===== src/rtl/dff_write_arbiter_rr_if.sv =====
// rtl/dff_write_arbiter_rr_if.sv - requester/arbiter bus; lock signal exists only with RR_WRITE_ARB_LOCK_EN
interface dff_write_arbiter_rr_if #(
  parameter int N_REQ = 4,
  parameter int WIDTH = 4
);
  localparam int IDW = (N_REQ > 1) ? $clog2(N_REQ) : 1;

  logic [N_REQ-1:0]       req;
  logic [N_REQ*WIDTH-1:0] data;
`ifdef RR_WRITE_ARB_LOCK_EN
  logic [N_REQ-1:0]       lock;
`endif
  logic [N_REQ-1:0]       ack;
  logic [WIDTH-1:0]       q;
  logic [IDW-1:0]         grant_id;
  logic                   valid;

`ifdef RR_WRITE_ARB_LOCK_EN
  modport master (output req, data, lock, input ack, q, grant_id, valid);
  modport slave  (input req, data, lock, output ack, q, grant_id, valid);
`else
  modport master (output req, data, input ack, q, grant_id, valid);
  modport slave  (input req, data, output ack, q, grant_id, valid);
`endif
endinterface


===== src/rtl/dff_write_arbiter_rr.sv =====
// rtl/dff_write_arbiter_rr.sv - round-robin write arbiter for one shared register; optional grant lock via RR_WRITE_ARB_LOCK_EN
module dff_write_arbiter_rr #(
  parameter int N_REQ = 4,
  parameter int WIDTH = 4
) (
  input  logic                  clk,
  input  logic                  async_rst_n,
  dff_write_arbiter_rr_if.slave bus
);
  localparam int IDW = (N_REQ > 1) ? $clog2(N_REQ) : 1;

  logic [IDW-1:0]   ptr;
  logic [IDW-1:0]   win;
  logic [IDW-1:0]   sel;
  logic [IDW-1:0]   ptr_next;
  logic             found;
  logic             xfer;
  logic [N_REQ-1:0] ack_c;
  logic [WIDTH-1:0] q_r;
  logic [IDW-1:0]   id_r;
  logic             valid_r;

`ifdef RR_WRITE_ARB_LOCK_EN
  typedef enum logic {ARB, LOCKED} state_t;
  state_t         state;
  logic [IDW-1:0] owner;
`endif

  function automatic int wrap_idx(input int i);
    return (i >= N_REQ) ? i - N_REQ : i;
  endfunction

  // First active requester scanning from ptr upward with wrap; data never enters this path
  always_comb begin
    win   = '0;
    found = 1'b0;
    for (int k = 0; k < N_REQ; k++) begin
      if (!found && bus.req[wrap_idx(int'(ptr) + k)]) begin
        found = 1'b1;
        win   = IDW'(wrap_idx(int'(ptr) + k));
      end
    end
  end

  // Grant: locked owner only, else the round-robin winner; nothing while reset is low
  always_comb begin
    ack_c = '0;
    sel   = win;
`ifdef RR_WRITE_ARB_LOCK_EN
    if (state == LOCKED) begin
      sel = owner;
      if (bus.req[owner]) ack_c[owner] = 1'b1;
    end else if (found) begin
      ack_c[win] = 1'b1;
    end
`else
    if (found) ack_c[win] = 1'b1;
`endif
    if (!async_rst_n) ack_c = '0;
  end

  assign xfer     = |ack_c;
  assign ptr_next = (sel == IDW'(N_REQ - 1)) ? '0 : sel + IDW'(1);

  // Shared register, last-writer id and pointer advance on every transfer
  always_ff @(posedge clk or negedge async_rst_n) begin
    if (!async_rst_n) begin
      q_r     <= '0;
      id_r    <= '0;
      valid_r <= 1'b0;
      ptr     <= '0;
    end else if (xfer) begin
      q_r     <= bus.data[int'(sel)*WIDTH +: WIDTH];
      id_r    <= sel;
      valid_r <= 1'b1;
      ptr     <= ptr_next;
    end
  end

`ifdef RR_WRITE_ARB_LOCK_EN
  // Lock FSM: enter on a transfer with lock set, leave when owner drops req or writes unlocked
  always_ff @(posedge clk or negedge async_rst_n) begin
    if (!async_rst_n) begin
      state <= ARB;
      owner <= '0;
    end else begin
      case (state)
        ARB: begin
          if (xfer && bus.lock[sel]) begin
            state <= LOCKED;
            owner <= sel;
          end
        end
        LOCKED: begin
          if (!bus.req[owner] || !bus.lock[owner]) state <= ARB;
        end
        default: state <= ARB;
      endcase
    end
  end
`endif

  assign bus.ack      = ack_c;
  assign bus.q        = q_r;
  assign bus.grant_id = id_r;
  assign bus.valid    = valid_r;
endmodule


===== src/flat_wrapper.sv =====
// flat-port wrapper written by rule: the top's interface ports become plain ports
module dff_write_arbiter_rr_flat 
#(
  parameter int N_REQ = 4,
  parameter int WIDTH = 4
)
  (clk, async_rst_n, bus_req, bus_data, bus_ack, bus_q, bus_grant_id, bus_valid);
  dff_write_arbiter_rr_if #(.N_REQ(N_REQ), .WIDTH(WIDTH)) bus_i ();
  input  logic clk;
  input  logic async_rst_n;
  input wire logic [$bits(bus_i.req)-1:0] bus_req;
  input wire logic [$bits(bus_i.data)-1:0] bus_data;
  output wire logic [$bits(bus_i.ack)-1:0] bus_ack;
  output wire logic [$bits(bus_i.q)-1:0] bus_q;
  output wire logic [$bits(bus_i.grant_id)-1:0] bus_grant_id;
  output wire logic [$bits(bus_i.valid)-1:0] bus_valid;
  assign bus_i.req = bus_req;
  assign bus_i.data = bus_data;
  assign bus_ack = bus_i.ack;
  assign bus_q = bus_i.q;
  assign bus_grant_id = bus_i.grant_id;
  assign bus_valid = bus_i.valid;
  dff_write_arbiter_rr #(.N_REQ(N_REQ), .WIDTH(WIDTH)) u_core (.clk(clk), .async_rst_n(async_rst_n), .bus(bus_i));
endmodule

===== config.mk =====
export PLATFORM = sky130hd
export DESIGN_NAME = dff_write_arbiter_rr_flat
export DESIGN_NICKNAME = d
export VERILOG_FILES = /design/src/rtl/dff_write_arbiter_rr_if.sv /design/src/rtl/dff_write_arbiter_rr.sv /design/src/flat_wrapper.sv
export SDC_FILE = /design/constraint.sdc
export NUM_CORES = 1
export LEC_CHECK = 0
export CAP_MARGIN = 20
export CORE_UTILIZATION = 37
export DETAILED_ROUTE_END_ITERATION = 7
export PLACE_DENSITY = 0.78
export SLEW_MARGIN = 20
export SYNTH_ARGS = -nofsm -noshare
export SYNTH_HDL_FRONTEND = slang
export SYNTH_SLANG_ARGS = --single-unit

===== constraint.sdc =====
create_clock -name clk -period 2.1 [get_ports clk]
set_clock_uncertainty 0.1 [all_clocks]
set_input_delay 0.21 -clock clk [delete_from_list [all_inputs] [get_ports clk]]
set_output_delay 0.21 -clock clk [all_outputs]
set_load 0.02 [all_outputs]

# Word level (Yosys, flattened, before mapping)
# Cells that the tools add are included.
dict set report totals {
  ff_bits 9
  inputBits 22
  out_inout_bits 11
  wordCells 61
}
dict set report op_classes {
  addsub 8
  n_lt_le_gt_ge 10
  n_eq_ne 1
  shifts 1
  muxes 29
  n_reduce_logical 8
}
# op count
set ops {}
lappend ops {{32-bit by 4-bit less-than comparator with 1-bit output (second input constant)} 4}
lappend ops {{32-bit 2-to-1 mux} 4}
lappend ops {{32-bit by 4-bit >= comparator with 1-bit output (second input constant)} 3}
lappend ops {{32-bit by 4-bit subtractor with 32-bit output (second input constant)} 3}
lappend ops {{16-bit by 5-bit indexed part select with 4-bit output} 1}
lappend ops {{1-bit 2-to-1 mux} 13}
lappend ops {{2-bit 2-to-1 mux} 5}
lappend ops {{1-bit binary-select mux with 2-bit select} 4}
lappend ops {{4-bit 2-to-1 mux} 2}
lappend ops {{2-bit by 2-bit adder with 3-bit output (second input constant)} 2}
lappend ops {{1-bit logical AND} 4}
lappend ops {{4-bit OR reduction} 1}
lappend ops {{2-bit by 3-bit subtractor with 4-bit output (second input constant)} 1}
lappend ops {{2-bit by 1-bit adder with 3-bit output (second input constant)} 1}
lappend ops {{2-bit by 3-bit >= comparator with 1-bit output (second input constant)} 1}
lappend ops {{1-bit zero test} 3}
lappend ops {{2-bit by 3-bit less-than comparator with 1-bit output (second input constant)} 1}
lappend ops {{2-bit by 1-bit adder with 2-bit output (second input constant)} 1}
lappend ops {{1-bit demux with 2-bit select} 1}
lappend ops {{2-bit == test (second input constant)} 1}
lappend ops {{2-bit by 1-bit >= comparator with 1-bit output (second input constant)} 1}

# Logic depth before layout (Yosys ltp)
# Gate-level depths: netlist of run 1.
dict set report logic_depth {
  ltp_word 22
  depth_mapped 7
  mapped_depth_nobuf 5
}

# Worst setup path before layout of run 1
# Ideal clock, no wire load.
dict set report synth_path {
  path_type {register to output}
  from {register u_core.ptr[1]}
  to {output port bus_ack[2]}
  arrival_time_ns 1.653
  required_ns 1.790
  setup_slack_ns 0.137
  stages_incl_launch_ff 6
  n_path_buf 2
  path_cell_list {dfrtp_1 buf_2 o32a_1 and2_4 buf_6 nor3_1}
}
dict set report synth_between {
  elab_chain_cells 21
  word_cells_on_any_way 48
  cone_classes {add/sub: 7; order compare: 6; mux: 28; reduce/logical: 7}
}
# item line
set synth_lines {}
lappend synth_lines {{start: declaration} dff_write_arbiter_rr.sv:12} ;# logic [IDW-1:0] ptr;
lappend synth_lines {{start signal: assignment} dff_write_arbiter_rr.sv:76} ;# ptr <= ptr_next;
lappend synth_lines {{parallel branches: the longest is 19 deep, another holds 32-bit by 4-bit subtractor with 32-bit output} n/a}
lappend synth_lines {{4-bit 2-to-1 mux (*)} dff_write_arbiter_rr.sv:57} ;# if (found) ack_c[win] = 1'b1;
lappend synth_lines {{4-bit 2-to-1 mux (*)} dff_write_arbiter_rr.sv:59} ;# if (!async_rst_n) ack_c = '0;
lappend synth_lines {{end: declaration} flat_wrapper.sv:13} ;# output wire logic [$bits(bus_i.ack)-1:0] bus_ack;
# Every way passes the cells marked *. The select of a mux whose other input is x is not followed.

# Worst setup path after layout of run 1
dict set report layout_path {
  from {input port bus_req[1]}
  to {output port bus_ack[1]}
}
dict set report layout_between {
  elab_chain_cells 19
  word_cells_on_any_way 33
  cone_classes {order compare: 2; mux: 24; reduce/logical: 7}
}
# item line
set layout_lines {}
lappend layout_lines {{start: declaration} flat_wrapper.sv:11} ;# input wire logic [$bits(bus_i.req)-1:0] bus_req;
lappend layout_lines {{1-bit binary-select mux with 2-bit select} dff_write_arbiter_rr.sv:38} ;# if (!found && bus.req[wrap_idx(int'(ptr) + k)]) begin
lappend layout_lines {{1-bit 2-to-1 mux (not written as such) (2 in a row)} dff_write_arbiter_rr.sv:38}
lappend layout_lines {{1-bit 2-to-1 mux} dff_write_arbiter_rr.sv:38}
lappend layout_lines {{1-bit zero test} dff_write_arbiter_rr.sv:38}
lappend layout_lines {{1-bit logical AND} dff_write_arbiter_rr.sv:38}
lappend layout_lines {{1-bit 2-to-1 mux} dff_write_arbiter_rr.sv:38}
lappend layout_lines {{1-bit zero test} dff_write_arbiter_rr.sv:38}
lappend layout_lines {{1-bit logical AND} dff_write_arbiter_rr.sv:38}
lappend layout_lines {{[2 not listed]} n/a}
lappend layout_lines {{1-bit logical AND} dff_write_arbiter_rr.sv:38}
lappend layout_lines {{2-bit 2-to-1 mux} dff_write_arbiter_rr.sv:38}
lappend layout_lines {{2-bit by 3-bit less-than comparator with 1-bit output (not written as such) or 2-bit by 1-bit >= comparator with 1-bit output (tied branches)} dff_write_arbiter_rr.sv:57}
lappend layout_lines {{1-bit logical AND (not written as such)} dff_write_arbiter_rr.sv:57}
lappend layout_lines {{1-bit 2-to-1 mux (not written as such)} dff_write_arbiter_rr.sv:57}
lappend layout_lines {{1-bit demux with 2-bit select} n/a}
lappend layout_lines {{4-bit 2-to-1 mux (*)} dff_write_arbiter_rr.sv:57}
lappend layout_lines {{4-bit 2-to-1 mux (*)} dff_write_arbiter_rr.sv:59}
# Mark *: on every way between the ends. The rest lies on a longest branch, timed or not. The select of a mux whose other input is x is not followed.

==> results by group, run 1 <==
Status
  • Status: completed

Detailed routing
  • # DRC: 0
  • Via count: 706
  • DR vias/cell: 5.39
  • Drt initial violations: 13
  • Drt total wl: approximately 1800 um
  • Initial DRT Pass Iterations: 4
  • Final ANT Viol Nets: 0
  • Wire per inst: roughly 14 um

Clock network
  • CTS max path bufs: 2
  • Clk root buf: clkbuf_4
  • CTS Buf Count: 3
  • Insertion delay to the later sink of the worst-skew pair: approximately 0.26 ns
  • Clock-pin transition on the worst setup and hold timing paths: 0.07 ns
  • H-tree depth: 1
  • CTS sink count: 9
  • CTS tree: done

Layout
  • Multi-input gate area: 349 um2
  • P&R area growth vs syn: 85.3%
  • Util after Layout: 73.0%
  • Most frequent cells in the layout: 27 x clkdlybuf4s50_1, 19 x buf_4, 9 x nor2_1, 9 x dfrtp_1, 5 x mux2i_1
  • Sequential cell area: about 230 um2
  • Antenna diodes: 0
  • Commonest non-fill, non-tap cell in the layout: clkdlybuf4s50_1
  • Share of layout cells above drive strength 1: between 20% and 30%
  • Final-layout fill cell count: 110
  • Non-filler cells, final: 131
  • Nets: roughly 140

Placed design
  • GPL Wtd Cong: 0.799
  • IO Port Bufs: 32
  • Place WS: -0.434 ns
  • HPWL after DPL: about 1500 um
  • Cells after DPL: approximately 130

Global route
  • Largest net degree at the start of global routing: 8
  • Total congestion overflow: 0
  • Antenna violations before repair: 0
  • First-pass GRT wire length: 3060 um
  • Vias in the first global route: 686
  • Overall routing resource usage: 22.7%

Synthesis
  • Post-synth EDFFs: 0
  • Synth async-reset ratio: 100%
  • Most used DFF post-synth: dfrtp_1
  • Post-synthesis sequential area ratio: 38.4%
  • FF+latch count, synth: 9
  • Syn Nets: 85
  • Syn avg cell area: slightly above 9 um2
  • Mapped Area: 587 um2
  • Synth Warn #: 0
  • Unique masters post-synth: 27
  • Cells after Synth: 63

Pwr
  • Seq pwr share: 29.2%
  • Leak: 0.481 nW
  • Peak supply drop: between 0.5 and 0.6 mV
  • Switching Share: 38.0%
  • Switching pwr: 0.344 mW
  • Internal power: 0.562 mW
  • Clock network fraction of design power: 15.1%
  • Power Dens Cells: 833 nW/um2
  • Comb pwr share: a little under three fifths

STA
  • Tcrit/Tclk final: 96.4%
  • Final Hold Viols: 0
  • Fin. max-slew vios: 0
  • Slew @ Worst Pin: 0.431 ns
  • Fin crit period: 2.02 ns
  • Final WS setup: 0.0756 ns
  • Slew margin rel.: 70.5%
  • Peak Freq: between 400 and 500 MHz
  • Fin Hold WS: roughly 0.26 ns
  • Final setup fails: 0
  • RSZ-0062 raised after global routing: no

Setup path
  • Setup crit start kind: input port
  • Crit path launch: bus_req[1]
  • Worst flop-to-flop path startpoint: u_core.ptr[1]
  • Required time worst endpoint: 1.79 ns
  • Worst path arrival time: 1.71 ns
  • Crit-path max FO: 4
  • Critical path class: input port to output port
  • Critical Path Sink Type: output port

Floorplanning
  • I/O pins: 33
  • Die width: 41.8 um
  • DIE AREA: 1750 um2
  • Initial Util: 39.4%
  • Chip height: 41.8 um
  • # rows: 14
  • Placeable core region: 1490 um2

Run
  • Max Cap Viol: 0

Hold path
  • Class of the worst hold path: input port to asynchronous set/reset pin
worst max-delay path: stages:
cell	delay (ns)
clkdlybuf4s50_1	0.52
a21boi_1	0.22
o32a_1	0.23
nand2_2	0.12
nor2_1	0.14
clkdlybuf4s15_2	0.27
cells by family (layout without fill, tap and decap cells):
| family | count (synthesis) | count (layout) | synth area share, % |
|---|---|---|---|
| muxes | 5 | 5 | 8.53 |
| AOI/OAI and AO/OA | 25 | 25 | 33.7 |
| buffers and inverters | 5 | 57 | 4.69 |
| DFF | 9 | 9 | 38.4 |
| and+or+nand+nor | 18 | 18 | 13.2 |
| xor gates and xnor gates | 1 | 1 | 1.49 |
synthesized netlist by cell type, types with 2 or more instances:
master | n | area [um2]
a2111oi_0 | 2 | 17.5
a2111oi_1 | 2 | 20.0
a211oi_1 | 4 | 30.0
a21boi_0 | 4 | 30.0
a21oi_1 | 3 | 15.0
dfrtp_1 | 9 | 225
mux2i_1 | 5 | 50.1
nand2_1 | 5 | 18.8
nor2_1 | 9 | 33.8
nor3_1 | 2 | 10.0
o21ai_1 | 2 | 10.0
timing repair:
action | in CTS | in global routing
pin swaps | 1 | 0
gates resized for setup | 18 | 3
hold buffers | 0 | 0
buffers inserted | 0 | 0
endpoints found under the setup margin | 4 | 5
path summary, 6_finish.rpt:
check	endpoint	slack, ns	depth (start not counted)
hold / removal	u_core.bus.q[0]	0.26	2
max in group asynchronous	u_core.ptr[1]	1.49	2
min in group clk	u_core.bus.valid	0.37	1
setup / recovery	bus_ack[1]	0.08	6
setup reg to reg	u_core.bus.q[1]	0.09	5
hold reg to reg	u_core.bus.valid	0.37	1
stage by stage:
step	instance area [um2]	total power [mW]	setup TNS, ns
6_report	1090	0.906	0
5_1_grt	1090	0.962	0
4_1_cts	1080	0.903	0
3_5_place_dp	1050	0.761	-2.18
3_3_place_gp	1050	0.749	-1.80
2_1_floorplan	587	0.505	0
power by group through the flow:
stage          clock (mW)  sequential (mW)  combinational (mW)
6_report            0.137            0.265               0.504
5_1_grt             0.150            0.272               0.539
4_1_cts             0.140            0.265               0.499
3_5_place_dp            0            0.266               0.494
3_3_place_gp            0            0.264               0.484
2_1_floorplan           0            0.293               0.212
cell type report:
type	count	area share, %
inverters	2	0.690
flip-flops and latches	9	20.7
clock inverters	1	0.460
repair buffers	51	42.1
clock buffers	3	2.07
multi-input cells	49	32.1
well taps	16	1.84
registers in the layout, indices dropped and copies added (netlist names):
signal / count
u_core.bus.q: 4
u_core.bus.valid: 1
u_core.ptr: 2
u_core.bus.grant_id: 2
routing by layer:
metal / GRT usage [%] / wire (um)
met2: 36.9 / 897
met5: 0 / 0
met4: 5.16 / 29
met1: 30.2 / 782
met3: 6.09 / 105
(Power assumes the default switching activity.)
==> run 2: changes to the inputs <==
ABC_AREA = 0   (was default)
PLACE_DENSITY = 0.88   (was 0.78)
==> run 2 against run 1 <==
  * Worst hold slack worse by 0.0014 ns
  * Critical path depth down 1
  * Via count up 2.3%
  * Sequential share of layout area up 0.091 points
  * Largest cell class unchanged
  * Utilization up 0.084 points
  * Fmax down 0.81%
  * Critical path type is now flip-flop to flip-flop
  * Setup slack worse by 0.016 ns
  * Final area up 0.11%
  * Power up 0.61%
  * Global-route usage up 0.20 points
  * Sequential cell count unchanged
  * Die area unchanged
==> results by group, run 2 (synthesized netlist as in run 1, its figures left out) <==
Pwr
  • Clock network fraction of design power: 14.6%
  • Switching pwr: 0.342 mW
  • Seq pwr share: 29.3%
  • Leak: about 0.48 nW
  • Power Dens Cells: 837 nW/um2
  • Switching Share: 37.5%
  • Peak supply drop: 0.504 mV
  • Internal power: 0.569 mW
  • Comb pwr share: 56.1%

Detailed routing
  • Initial DRT Pass Iterations: 4
  • DR vias/cell: 5.51
  • Via count: slightly above 700
  • Drt total wl: around 1900 um
  • Final ANT Viol Nets: 0
  • Wire per inst: between 10 and 15 um
  • # DRC: 0
  • Drt initial violations: 17

Setup path
  • Delay-heaviest family, CP: compound AO/OA/AOI/OAI gates
  • Worst path arrival time: 2.07 ns
  • Required time worst endpoint: 2.13 ns
  • Slowest-stage cell, CP: a2111oi_0
  • Path length in cells of the critical path: 5
  • R2R cell count: 5
  • Critical path's largest stage delay: 0.50 ns
  • Critical Path Sink Type: flip-flop
  • Setup crit start kind: flip-flop
  • Critical path class: flip-flop to flip-flop
  • Crit path buffers/inverters: 1
  • Crit-path max FO: 7
  • Crit-path cells: o32a_1, and2_4, buf_4, a2111oi_0, a211oi_1

Run
  • Max Cap Viol: 0

STA
  • Tcrit/Tclk final: a little over nine tenths
  • Slew margin rel.: between 60 and 70%
  • Final setup fails: 0
  • Fin. max-slew vios: 0
  • Peak Freq: 490 MHz
  • Fin Hold WS: roughly 0.25 ns
  • Fin crit period: 2.04 ns
  • Setup TNS: 0 ns
  • Slew @ Worst Pin: 0.517 ns
  • Final Hold Viols: 0

Layout
  • Commonest non-fill, non-tap cell in the layout: clkdlybuf4s50_1
  • Nets: about 140
  • P&R area growth vs syn: 85.5%
  • Most frequent cells in the layout: 27 x clkdlybuf4s50_1, 19 x buf_4, 9 x nor2_1, 8 x dfrtp_1, 5 x mux2i_1
  • Final-layout fill cell count: roughly 110
  • Antenna diodes: 0
  • Util after Layout: 73.1%
  • Largest register FFs: 4
  • Share of layout cells above drive strength 1: 29.6%
  • Non-filler cells, final: 131

Clock network
  • Clk root buf: clkbuf_4
  • CTS max path bufs: 2
  • Clock-pin transition on the worst setup and hold timing paths: 0.06 ns
  • H-tree depth: 1
  • CTS sink count: 9
  • CTS tree: done
  • # hold bufs at CTS: 0
  • CTS Buf Count: 3
  • Insertion delay to the later sink of the worst-skew pair: 0.26 ns

Floorplanning
  • I/O pins: 33
  • Chip height: roughly 42 um
  • Placeable core region: roughly 1500 um2
  • DIE AREA: 1750 um2
  • # rows: 14
  • Die width: 41.8 um
  • Initial Util: 39.4%

Global route
  • Most used routing layer: met2
  • Overall routing resource usage: about 23%
  • Met3 usage: less than 1%
  • First-pass GRT wire length: 3020 um
  • Antenna violations before repair: 0
  • Total congestion overflow: 0
  • GR Util met1: between 20% and 30%
  • Met2 usage: 40.0%
  • Largest net degree at the start of global routing: 10
  • Vias in the first global route: 730

Hold path
  • Class of the worst hold path: input port to asynchronous set/reset pin

Placed design
  • GPL Wtd Cong: 0.897
  • IO Port Bufs: 32
  • Cells after DPL: between 100 and 150
  • HPWL after DPL: about 1500 um

Status
  • Status: completed
==> run 2: cell types whose count changed in the layout (fill, tap and decap cells not counted) <==
cell	delta
clkdlybuf4s15_2	-2
a2111oi_1	-1
a2111oi_2	+1
a21oi_1	-1
a21oi_2	+1
clkbuf_1	+1
clkbuf_2	+1
clkdlybuf4s15_1	+1
clkinv_2	-1
dfrtp_1	-1
dfrtp_2	+1
==> run 2: final timing paths <==
path | start | endpoint | slack, ns
worst min-delay path | async_rst_n | u_core.ptr[0] | 0.25
max in group asynchronous | async_rst_n | u_core.ptr[1] | 1.50
worst max-delay path | u_core.ptr[1] | u_core.bus.q[0] | 0.06
worst max register to register | u_core.ptr[1] | u_core.bus.q[0] | 0.06
worst min register to register | u_core.bus.valid | u_core.bus.valid | 0.37
min in group clk | u_core.bus.valid | u_core.bus.valid | 0.37
==> run 2: through the flow <==
step | power (mW) | setup WS (ns) | cell area, um2
3_3_place_gp | 0.744 | -0.329 | 1040
2_1_floorplan | 0.505 | 0.137 | 587
5_1_grt | 0.969 | -0.0410 | 1090
3_5_place_dp | 0.761 | -0.345 | 1040
4_1_cts | 0.901 | 0.000797 | 1080
6_report | 0.911 | 0.0592 | 1090
==> run 2: layout make-up <==
cell class / instances / area, um2 / area share (%)
tap: 16 / 20.0 / 1.84
inverter: 2 / 7.51 / 0.690
timing repair buffer: 51 / 450 / 41.4
multi-input combinational: 49 / 358 / 32.9
clock buffer: 4 / 26.3 / 2.41
sequential: 9 / 226 / 20.8
==> run 2: layer usage <==
layer / wire (um) / vias up
li1: - / 344
met1: 754 / 348
met2: 994 / 25
met3: 93 / 5
met4: 45 / 0
met5: 0 / -
==> run 2: repair_timing <==
action                                  in CTS  in global routing
setup buffers                                0                  1
resized for setup                           12                 11
endpoints found under the setup margin       4                  7
pin swaps                                    0                  1
==> run 2: power by group through the flow <==
stage	clock network, mW	logic (mW)	registers, mW
3_3_place_gp	0	0.482	0.262
5_1_grt	0.150	0.547	0.272
4_1_cts	0.140	0.496	0.264
6_report	0.133	0.511	0.267
2_1_floorplan	0	0.212	0.293
3_5_place_dp	0	0.497	0.264
==> run 3: changes to the inputs <==
CTS_BUF_LIST = sky130_fd_sc_hd__clkbuf_16   (was default)
clock period = 1.99 ns   (was 2.1 ns; I/O delays follow)
==> run 3 against run 2 <==
  * Sequential share of layout area shrank 1.8 points
  * Sequential cell count is the same
  * Final area grew 9.1%
  * Global-route usage grew 4.1 points
  * Via count grew 4.6%
  * Worst hold slack gained 0.034 ns
  * Largest cell class unchanged
  * Largest power group unchanged
==> results by group, run 3 (synthesized netlist as in run 1, its figures left out) <==
Setup path
  • Slowest-stage cell, CP: dfrtp_1
  • Setup crit start kind: flip-flop
  • Critical path class: flip-flop to flip-flop
  • Delay-heaviest family, CP: compound AO/OA/AOI/OAI gates
  • Crit-path max FO: 6
  • Required time worst endpoint: ~2.0 ns
  • Worst flop-to-flop path startpoint: u_core.ptr[1]
  • Critical path's largest stage delay: around 0.43 ns
  • Critical Path Sink Type: flip-flop
  • Crit path launch: u_core.ptr[1]
  • Crit-path cells: o32a_1, and2_4, buf_4, a2111oi_2, a211oi_1
  • Worst path arrival time: 1.98 ns
  • Crit path buffers/inverters: 1

Clock network
  • Clock-pin transition on the worst setup and hold timing paths: 0.04 ns
  • Clk root buf: clkbuf_16
  • CTS sink count: 9
  • Insertion delay to the later sink of the worst-skew pair: around 0.24 ns
  • CTS tree: done
  • CTS Buf Count: 3
  • H-tree depth: 1
  • CTS max path bufs: 2

Layout
  • Most frequent cells in the layout: 27 x clkdlybuf4s50_1, 22 x buf_4, 9 x nor2_1, 9 x dfrtp_1, 5 x mux2i_1
  • P&R area growth vs syn: 102%
  • Util after Layout: 79.7%
  • Commonest non-fill, non-tap cell in the layout: clkdlybuf4s50_1
  • Sequential cell area: 225 um2
  • Antenna diodes: 0
  • Largest register FFs: 4
  • Share of layout cells above drive strength 1: 35.3%
  • Final-layout fill cell count: between 80 and 90
  • Nets: 139
  • Multi-input gate area: 400 um2

Hold path
  • Class of the worst hold path: input port to asynchronous set/reset pin

Floorplanning
  • Initial Util: about two fifths
  • I/O pins: 33
  • DIE AREA: 1750 um2
  • Die width: 41.8 um
  • Chip height: 41.8 um
  • Placeable core region: about 1500 um2
  • # rows: 14

Detailed routing
  • Drt total wl: between 2000 and 3000 um
  • Routed length on met1: 999 um
  • # DRC: 0
  • DR vias/cell: around 5.7
  • Via count: 755
  • Drt initial violations: 17
  • Final ANT Viol Nets: 0
  • Top layer in use: met4
  • Met3 wire len: 118 um
  • Initial DRT Pass Iterations: 4
  • Wire per inst: 19.0 um
  • Met2 WL: 1310 um

STA
  • Final WS setup: 0.00945 ns
  • Slew margin rel.: 69.5%
  • Setup TNS: 0 ns
  • Final Hold Viols: 0
  • RSZ-0062 raised after global routing: yes
  • Fin Hold WS: about 0.29 ns
  • Final setup fails: 0
  • Fin crit period: 1.98 ns
  • Peak Freq: 505 MHz
  • Fin. max-slew vios: 0
  • Slew @ Worst Pin: 0.455 ns
  • Tcrit/Tclk final: 99.5%

Global route
  • First-pass GRT wire length: 3340 um
  • Vias in the first global route: 698
  • Overall routing resource usage: between 20% and 30%
  • Total congestion overflow: 0
  • Largest net degree at the start of global routing: 10
  • Antenna violations before repair: 0

Placed design
  • HPWL after DPL: 1530 um
  • IO Port Bufs: 32
  • GPL Wtd Cong: 0.824
  • Place WS: -0.479 ns

Pwr
  • Power Dens Cells: roughly 1100 nW/um2
  • Leak: a little over 0.5 nW
  • Overall power: 1.25 mW
  • Peak supply drop: around 0.90 mV

Run
  • Max Cap Viol: 0

Status
  • Status: completed
-- run 3: timing repair --
item                       in CTS  in global routing
resized for setup              20                 15
setup endpoints to repair       6                  7
setup buffers                   0                  1
hold buffers                    0                  0
pin swaps                       0                  1
-- run 3: cell type report --
type,instances,share of cell area (%)
repair buffers,52,38.3
multi-input cells,49,33.7
flip-flops and latches,9,19.0
clock buffers,3,6.32
well taps,16,1.69
inverters,2,0.632
clock inverters,1,0.421
-- run 3: final timing paths --
check | to | slack (ns) | depth (start not counted)
max | u_core.bus.q[0] | 0.009 | 5
min | u_core.bus.grant_id[0] | 0.29 | 2
max reg2reg | u_core.bus.q[0] | 0.009 | 5
min reg2reg | u_core.bus.valid | 0.39 | 1
max in group asynchronous | u_core.ptr[0] | 1.36 | 2
min in group clk | u_core.bus.valid | 0.39 | 1
-- run 3: power breakdown --
group | internal, mW | total (mW) | switching (mW)
Sequential | 0.236 | 0.279 | 0.0437
Clock | 0.266 | 0.366 | 0.0997
Combinational | 0.310 | 0.610 | 0.300
-- run 3: layer usage --
| layer | vias up | GRT usage (%) |
|---|---|---|
| met2 | 34 | 44.1 |
| met1 | 369 | 30.7 |
| met3 | 9 | 6.96 |
| met5 | - | 0 |
| li1 | 343 | - |
| met4 | 0 | 18.7 |
-- run 3: through the flow --
| step | instances | instance area, um2 |
|---|---|---|
| after CTS | 131 | 1120 |
| after floorplan | 63 | 587 |
| after global routing | 132 | 1190 |
| after detailed placement | 127 | 1050 |
| final | 132 | 1190 |
| after global placement | 127 | 1050 |
